--- config.mk ---
export PLATFORM = sky130hd
export DESIGN_NAME = ava_alu_flat
export DESIGN_NICKNAME = d
export VERILOG_FILES = /design/src/rtl/ava_alu_pkg.sv /design/src/rtl/ava_alu_if.sv /design/src/rtl/ava_alu_core.sv /design/src/rtl/ava_alu.sv /design/src/flat_wrapper.sv
export SDC_FILE = /design/constraint.sdc
export NUM_CORES = 1
export LEC_CHECK = 0
export CORE_AREA = 2 2 154 111
export DETAILED_ROUTE_END_ITERATION = 16
export DIE_AREA = 0 0 156 113
export GPL_TIMING_DRIVEN = 0
export PLACE_DENSITY_LB_ADDON = 0.05
export SLEW_MARGIN = 30
export SYNTH_ARGS = -nofsm -noshare
export SYNTH_HDL_FRONTEND = slang
export SYNTH_SLANG_ARGS = --single-unit
--- constraint.sdc ---
create_clock -name clk -period 4.4 [get_ports clk]
set_input_delay 0.88 -clock clk [delete_from_list [all_inputs] [get_ports clk]]
set_output_delay 0.88 -clock clk [all_outputs]
set_load 0.02 [all_outputs]
--- src/rtl/ava_alu_pkg.sv ---
// Shared opcodes, register offsets and byte-lane merge helper for the ava_alu peripheral.
// Build option: ALU_SHIFT_EN enables opcodes 6 (SLL) and 7 (SRL).
package ava_alu_pkg;

   typedef logic [3:0] op_t;
   typedef logic [1:0] reg_addr_t;

   localparam op_t OP_ADD = 4'd1;
   localparam op_t OP_SUB = 4'd2;
   localparam op_t OP_AND = 4'd3;
   localparam op_t OP_OR  = 4'd4;
   localparam op_t OP_XOR = 4'd5;
   localparam op_t OP_SLL = 4'd6;
   localparam op_t OP_SRL = 4'd7;

   localparam reg_addr_t REG_A    = 2'd0;
   localparam reg_addr_t REG_B    = 2'd1;
   localparam reg_addr_t REG_CTRL = 2'd2;
   localparam reg_addr_t REG_RES  = 2'd3;

   // Replace only the byte lanes whose enable bit is set.
   function automatic logic [31:0] merge_bytes(input logic [31:0] old_v,
                                               input logic [31:0] new_v,
                                               input logic [3:0]  be);
      logic [31:0] r;
      r = old_v;
      for (int i = 0; i < 4; i++) begin
         if (be[i]) r[i*8 +: 8] = new_v[i*8 +: 8];
      end
      return r;
   endfunction

endpackage

--- src/rtl/ava_alu_if.sv ---
// Avalon-MM slave bus bundle for the ava_alu peripheral.
interface ava_alu_if #(parameter int DATA_W = 32);

   logic                  ava_chipselect;
   logic [1:0]            ava_address;
   logic                  ava_read;
   logic                  ava_write;
   logic [DATA_W-1:0]     ava_readdata;
   logic [DATA_W-1:0]     ava_writedata;
   logic [DATA_W/8-1:0]   ava_byteenable;
   logic                  ava_waitrequest;

   modport slave (
      input  ava_chipselect, ava_address, ava_read, ava_write,
             ava_writedata, ava_byteenable,
      output ava_readdata, ava_waitrequest
   );

   modport master (
      output ava_chipselect, ava_address, ava_read, ava_write,
             ava_writedata, ava_byteenable,
      input  ava_readdata, ava_waitrequest
   );

endinterface

--- src/rtl/ava_alu_core.sv ---
// Combinational ALU datapath: (op, a, b) -> y. Undefined opcodes yield zero.
// Build option: ALU_SHIFT_EN adds SLL/SRL on opcodes 6/7.
module ava_alu_core
   import ava_alu_pkg::*;
#(
   parameter int DATA_W = 32
) (
   input  op_t               op_i,
   input  logic [DATA_W-1:0] a_i,
   input  logic [DATA_W-1:0] b_i,
   output logic [DATA_W-1:0] y_o
);

   always_comb begin
      y_o = '0;
      case (op_i)
         OP_ADD: y_o = a_i + b_i;
         OP_SUB: y_o = a_i - b_i;
         OP_AND: y_o = a_i & b_i;
         OP_OR:  y_o = a_i | b_i;
         OP_XOR: y_o = a_i ^ b_i;
`ifdef ALU_SHIFT_EN
         OP_SLL: y_o = a_i << b_i[4:0];
         OP_SRL: y_o = a_i >> b_i[4:0];
`else
         OP_SLL: y_o = '0;
         OP_SRL: y_o = '0;
`endif
         default: y_o = '0;
      endcase
   end

endmodule

--- src/rtl/ava_alu.sv ---
// Avalon-MM ALU peripheral: operand/control/result registers behind a one-wait-state slave.
// Build option: ALU_SHIFT_EN enables shift opcodes in ava_alu_core.
//
// state    | meaning
// ST_WAIT  | no ack yet; a pending request sees waitrequest=1
// ST_ACK   | request acknowledged this cycle; write commits / readdata loads at edge
module ava_alu
   import ava_alu_pkg::*;
#(
   parameter int DATA_W = 32
) (
   input  logic        clk,
   input  logic        reset,
   ava_alu_if.slave    bus
);

   localparam logic [0:0] ST_WAIT = 1'b0;
   localparam logic [0:0] ST_ACK  = 1'b1;

   logic [0:0]        state_q, state_d;
   logic [DATA_W-1:0] a_q, a_d;
   logic [DATA_W-1:0] b_q, b_d;
   op_t               ctrl_q, ctrl_d;
   logic [DATA_W-1:0] res_q, res_d;
   logic [DATA_W-1:0] rdata_q, rdata_d;
   logic              start_q, start_d;

   logic              req;
   logic              commit;
   logic [DATA_W-1:0] alu_y;

   assign req    = bus.ava_chipselect & (bus.ava_read | bus.ava_write);
   assign commit = req & (state_q == ST_ACK);

   assign bus.ava_waitrequest = req & (state_q == ST_WAIT);
   assign bus.ava_readdata    = rdata_q;

   ava_alu_core #(.DATA_W(DATA_W)) u_core (
      .op_i (ctrl_q),
      .a_i  (a_q),
      .b_i  (b_q),
      .y_o  (alu_y)
   );

   always_comb begin
      state_d = (req && state_q == ST_WAIT) ? ST_ACK : ST_WAIT;
   end

   always_comb begin
      a_d     = a_q;
      b_d     = b_q;
      ctrl_d  = ctrl_q;
      res_d   = res_q;
      rdata_d = rdata_q;
      start_d = 1'b0;

      // start_q lags the CTRL commit by one edge, so the ALU sees committed operands
      if (start_q) res_d = alu_y;

      if (commit && bus.ava_write) begin
         case (bus.ava_address)
            REG_A: a_d = merge_bytes(a_q, bus.ava_writedata, bus.ava_byteenable);
            REG_B: b_d = merge_bytes(b_q, bus.ava_writedata, bus.ava_byteenable);
            REG_CTRL: begin
               if (bus.ava_byteenable[0]) begin
                  ctrl_d  = bus.ava_writedata[3:0];
                  start_d = 1'b1;
               end
            end
            default: ;
         endcase
      end

      if (commit && bus.ava_read) begin
         case (bus.ava_address)
            REG_A:    rdata_d = a_q;
            REG_B:    rdata_d = b_q;
            REG_CTRL: rdata_d = {{(DATA_W-4){1'b0}}, ctrl_q};
            default:  rdata_d = res_q;
         endcase
      end
   end

   always_ff @(posedge clk) begin
      if (reset) begin
         state_q <= ST_WAIT;
         a_q     <= '0;
         b_q     <= '0;
         ctrl_q  <= '0;
         res_q   <= '0;
         rdata_q <= '0;
         start_q <= 1'b0;
      end else begin
         state_q <= state_d;
         a_q     <= a_d;
         b_q     <= b_d;
         ctrl_q  <= ctrl_d;
         res_q   <= res_d;
         rdata_q <= rdata_d;
         start_q <= start_d;
      end
   end

endmodule

--- src/flat_wrapper.sv ---
// flat-port wrapper written by rule: the top's interface ports become plain ports
module ava_alu_flat import ava_alu_pkg::*;
#(
   parameter int DATA_W = 32
)
  (clk, reset, bus_ava_chipselect, bus_ava_address, bus_ava_read, bus_ava_write, bus_ava_writedata, bus_ava_byteenable, bus_ava_readdata, bus_ava_waitrequest);
  ava_alu_if #(.DATA_W(DATA_W)) bus_i ();
  input  logic clk;
  input  logic reset;
  input wire logic [$bits(bus_i.ava_chipselect)-1:0] bus_ava_chipselect;
  input wire logic [$bits(bus_i.ava_address)-1:0] bus_ava_address;
  input wire logic [$bits(bus_i.ava_read)-1:0] bus_ava_read;
  input wire logic [$bits(bus_i.ava_write)-1:0] bus_ava_write;
  input wire logic [$bits(bus_i.ava_writedata)-1:0] bus_ava_writedata;
  input wire logic [$bits(bus_i.ava_byteenable)-1:0] bus_ava_byteenable;
  output wire logic [$bits(bus_i.ava_readdata)-1:0] bus_ava_readdata;
  output wire logic [$bits(bus_i.ava_waitrequest)-1:0] bus_ava_waitrequest;
  assign bus_i.ava_chipselect = bus_ava_chipselect;
  assign bus_i.ava_address = bus_ava_address;
  assign bus_i.ava_read = bus_ava_read;
  assign bus_i.ava_write = bus_ava_write;
  assign bus_i.ava_writedata = bus_ava_writedata;
  assign bus_i.ava_byteenable = bus_ava_byteenable;
  assign bus_ava_readdata = bus_i.ava_readdata;
  assign bus_ava_waitrequest = bus_i.ava_waitrequest;
  ava_alu #(.DATA_W(DATA_W)) u_core (.clk(clk), .reset(reset), .bus(bus_i));
endmodule
==> metrics.txt <==
fmax 0.239 GHz; fin area 11,100 sq um; unrepaired setup endpoints after global routing no; VDD IR max 250 uV; DIE AREA 17,600 sq um; first-pass iteration count of the detailed router 5; crit-path cells clkbuf_1 > nand2b_1 > nor3_4 > clkbuf_1 > a31oi_1 > xnor2_1 > ha_1 > a21oi_1 > o21ai_1 > a41o_1 > a21oi_1 > o31ai_2 > a221oi_1 > xor2_1 > o22ai_1; initial antenna violation count 0; Max-cap violations 0; ant diodes 0; # setup viols final 0; grt total ovfl 0; outcome completed; Yosys top cell by area dfxtp_1; Core Area 16,100 sq um; share of the synthesized area in the top cell type 0.282; worst-case clock buffer depth 2; vias per cell 6.31; Tot Pwr 3.20 mW; Slew @ Worst Pin 0.990 ns; WL final 31.7 mm; RePlAce Congestion 1.06; Async S/R FF share, synth 0; r2r worst-path depth 15; Crit path largest cell delay 0.41 ns; CTS root buffer clkbuf_16; fill count 1,355; Tmin final 4.18 ns; Pins Over Slew Limit 0; Vias 9,481; post-layout util 0.691; Finished Layout Cells 1,502; Post-Place Setup Slack -0.0942 ns; H-tree lvl count 4; synthesized area 9500 sq um; ANT nets after route 0; clock power share 0.461; Hold Worst Slack 0.452 ns; sw frac 0.299; Sequential Area 2680 sq um; Gate Count Post-Synth 1,194; Setup crit end kind flip-flop; Mapped Nets 1,334; row cnt 39; crit path capture u_core.res_q[24]; nets@finish 1,424; leakage power 4.27 nW; CTS buffer count 17; Psw 0.958 mW; kind of critical path reg -> reg; drt initial violations 1,250; mean cell area of the mapped netlist 7.96 sq um; final period utilization 0.950; share of the yosys chip area belonging to registers 0.282; CTS tree done; TNS Setup 0 ns; # clock sinks 134; CP startpoint kind flip-flop; worst setup path start u_core.ctrl_q[2]; Layout Skew 0.0100 ns; Worst-Skew Late Latency 0.44 ns; Unique masters post-synth 73; crit-path max FO 10; Gate power share 0.155; design internal power 2.25 mW; I/O pin cnt 76; DRC 0; HPWL Detailed 24.0 mm; sequential power share 0.384; GRT busiest layer met1; Die Span X 156 um; Area Growth Syn to Fin 16.7%; Worst Path Arrival 4.49 ns; R2R Path End u_core.res_q[24]; largest net degree at the start of global routing 17; M2 GR Usage 0.499; share of cells above drive strength 1 0.0702; RR Startpoint u_core.ctrl_q[2]; CTS clk-pin slew, worst paths 0.07 ns; port bufs 70; flop2flop setup slack 0.22 ns; grt met1 use 0.556; Required @ worst endpoint 4.71 ns; die height 113 um; Initial Utilization 0.592; normalized max-slew margin 0.338; DP Cell Count 1,470; vias in the first global route 8,419; Tot GR Track Use 0.365; most frequent cell after synthesis dfxtp_1; EDFF count, synth 0; PD cells 289 nW/um^2; slowest CP cell clkbuf_1; Post-DP Area 10,500 sq um; hold buffers post-CTS 0; top post-synthesis cells by area dfxtp_1 28%, ha_1 13%, a21oi_1 5.8%, mux2i_1 5.3%, nor2_1 4.7%; WL/cell 21.1 um; final hold vios 0; main flop type after synthesis dfxtp_1; Hold WC Path Type reg -> reg; Final WS setup 0.219 ns; top cells by count, synth 134 x dfxtp_1, 118 x nor2_1, 110 x a21oi_1, 96 x ha_1, 95 x nand2_1; Synth Register Bits 134; first-pass GRT wire length 49.0 mm; yosys warns 0; multi-input logic area 6280 sq um; met3 Track Usage GR 0.113
## cell families after synthesis
logic type	count (synthesis)	synth area share
xor gates and xnor gates	56	0.0516
and+or+nand+nor	376	0.190
buffers and inverters	148	0.0602
muxes	54	0.0625
AOI/OAI and AO/OA	329	0.225
DFF	134	0.282
adders and majority gates	97	0.129
## power groups by stage
stage	logic [mW]	clock network [mW]	registers, mW
after floorplan	0.320	0	1.26
after global placement	0.474	0	1.26
after detailed placement	0.476	0	1.26
after CTS	0.480	1.48	1.23
after global routing	0.533	1.54	1.23
final	0.497	1.48	1.23
## worst min path at each step
stage	startpoint	endpoint	slack, ns	cells past startpoint
after global placement	u_core.bus.ava_readdata[1]	u_core.bus.ava_readdata[1]	0.44	2
after floorplan	u_core.res_q[30]	u_core.res_q[30]	0.44	2
after global routing	u_core.bus.ava_readdata[3]	u_core.bus.ava_readdata[3]	0.48	2
after CTS	u_core.bus.ava_readdata[1]	u_core.bus.ava_readdata[1]	0.46	2
after detailed placement	u_core.bus.ava_readdata[1]	u_core.bus.ava_readdata[1]	0.45	2
final	u_core.bus.ava_readdata[3]	u_core.bus.ava_readdata[3]	0.45	2
## placed cells by master, fill, tap and decap left out, drive strengths merged, types with 9 or more instances in the layout
| master | synthesis | routed |
|---|---|---|
| nand2 | 98 | 98 |
| a21o | 9 | 9 |
| clkdlybuf4s50 | 0 | 70 |
| buf | 17 | 18 |
| ha | 96 | 96 |
| clkbuf | 59 | 77 |
| nand3 | 58 | 58 |
| inv | 72 | 81 |
| xor2 | 12 | 12 |
| a21oi | 111 | 111 |
| a22oi | 37 | 37 |
| dfxtp | 134 | 134 |
| nor2b | 16 | 16 |
| nor3 | 39 | 39 |
| mux2i | 50 | 50 |
| nand4 | 11 | 11 |
| nor2 | 119 | 119 |
| o21ai | 65 | 65 |
| nand2b | 15 | 15 |
| a211oi | 35 | 35 |
| xnor2 | 44 | 44 |
## registers in the layout, summed over array words and instances, names as in the netlist
signal and flops:
u_core.bus.ava_readdata 32, u_core.res_q 32, u_core.b_q 32, u_core.a_q 32, u_core.state_q 1, u_core.ctrl_q 4, u_core.start_q 1
## critical path: cells and delay by family (launching register included)
family          cells  cell delay, ns
buf+inv             2            0.62
simple gates        2            0.66
fa+ha+maj           1            0.38
flops               1            0.31
compound gates      8            1.62
xor+xnor            2            0.45
## area by class of cell
| type | count | share of cell area |
|---|---|---|
| clock buffer | 18 | 0.0396 |
| tap | 205 | 0.0231 |
| inverter | 72 | 0.0244 |
| sequential | 134 | 0.242 |
| multi-input combinational | 912 | 0.566 |
| timing repair buffer | 71 | 0.0638 |
| buffer | 76 | 0.0273 |
| clock inverter | 14 | 0.0141 |
## layer usage
layer	routed length (um)	up-vias
met2	12200	576
met3	4380	58
met1	14600	4414
li1	-	4433
met4	626	0
met5	0	-
## what timing repair did
action	in CTS	in global routing
setup endpoints to repair	3	13
buffers inserted	0	0
cloned	0	0
pin swaps	0	0
resized for setup	1	5
No activity file was read; power rests on OpenSTA's default activity.
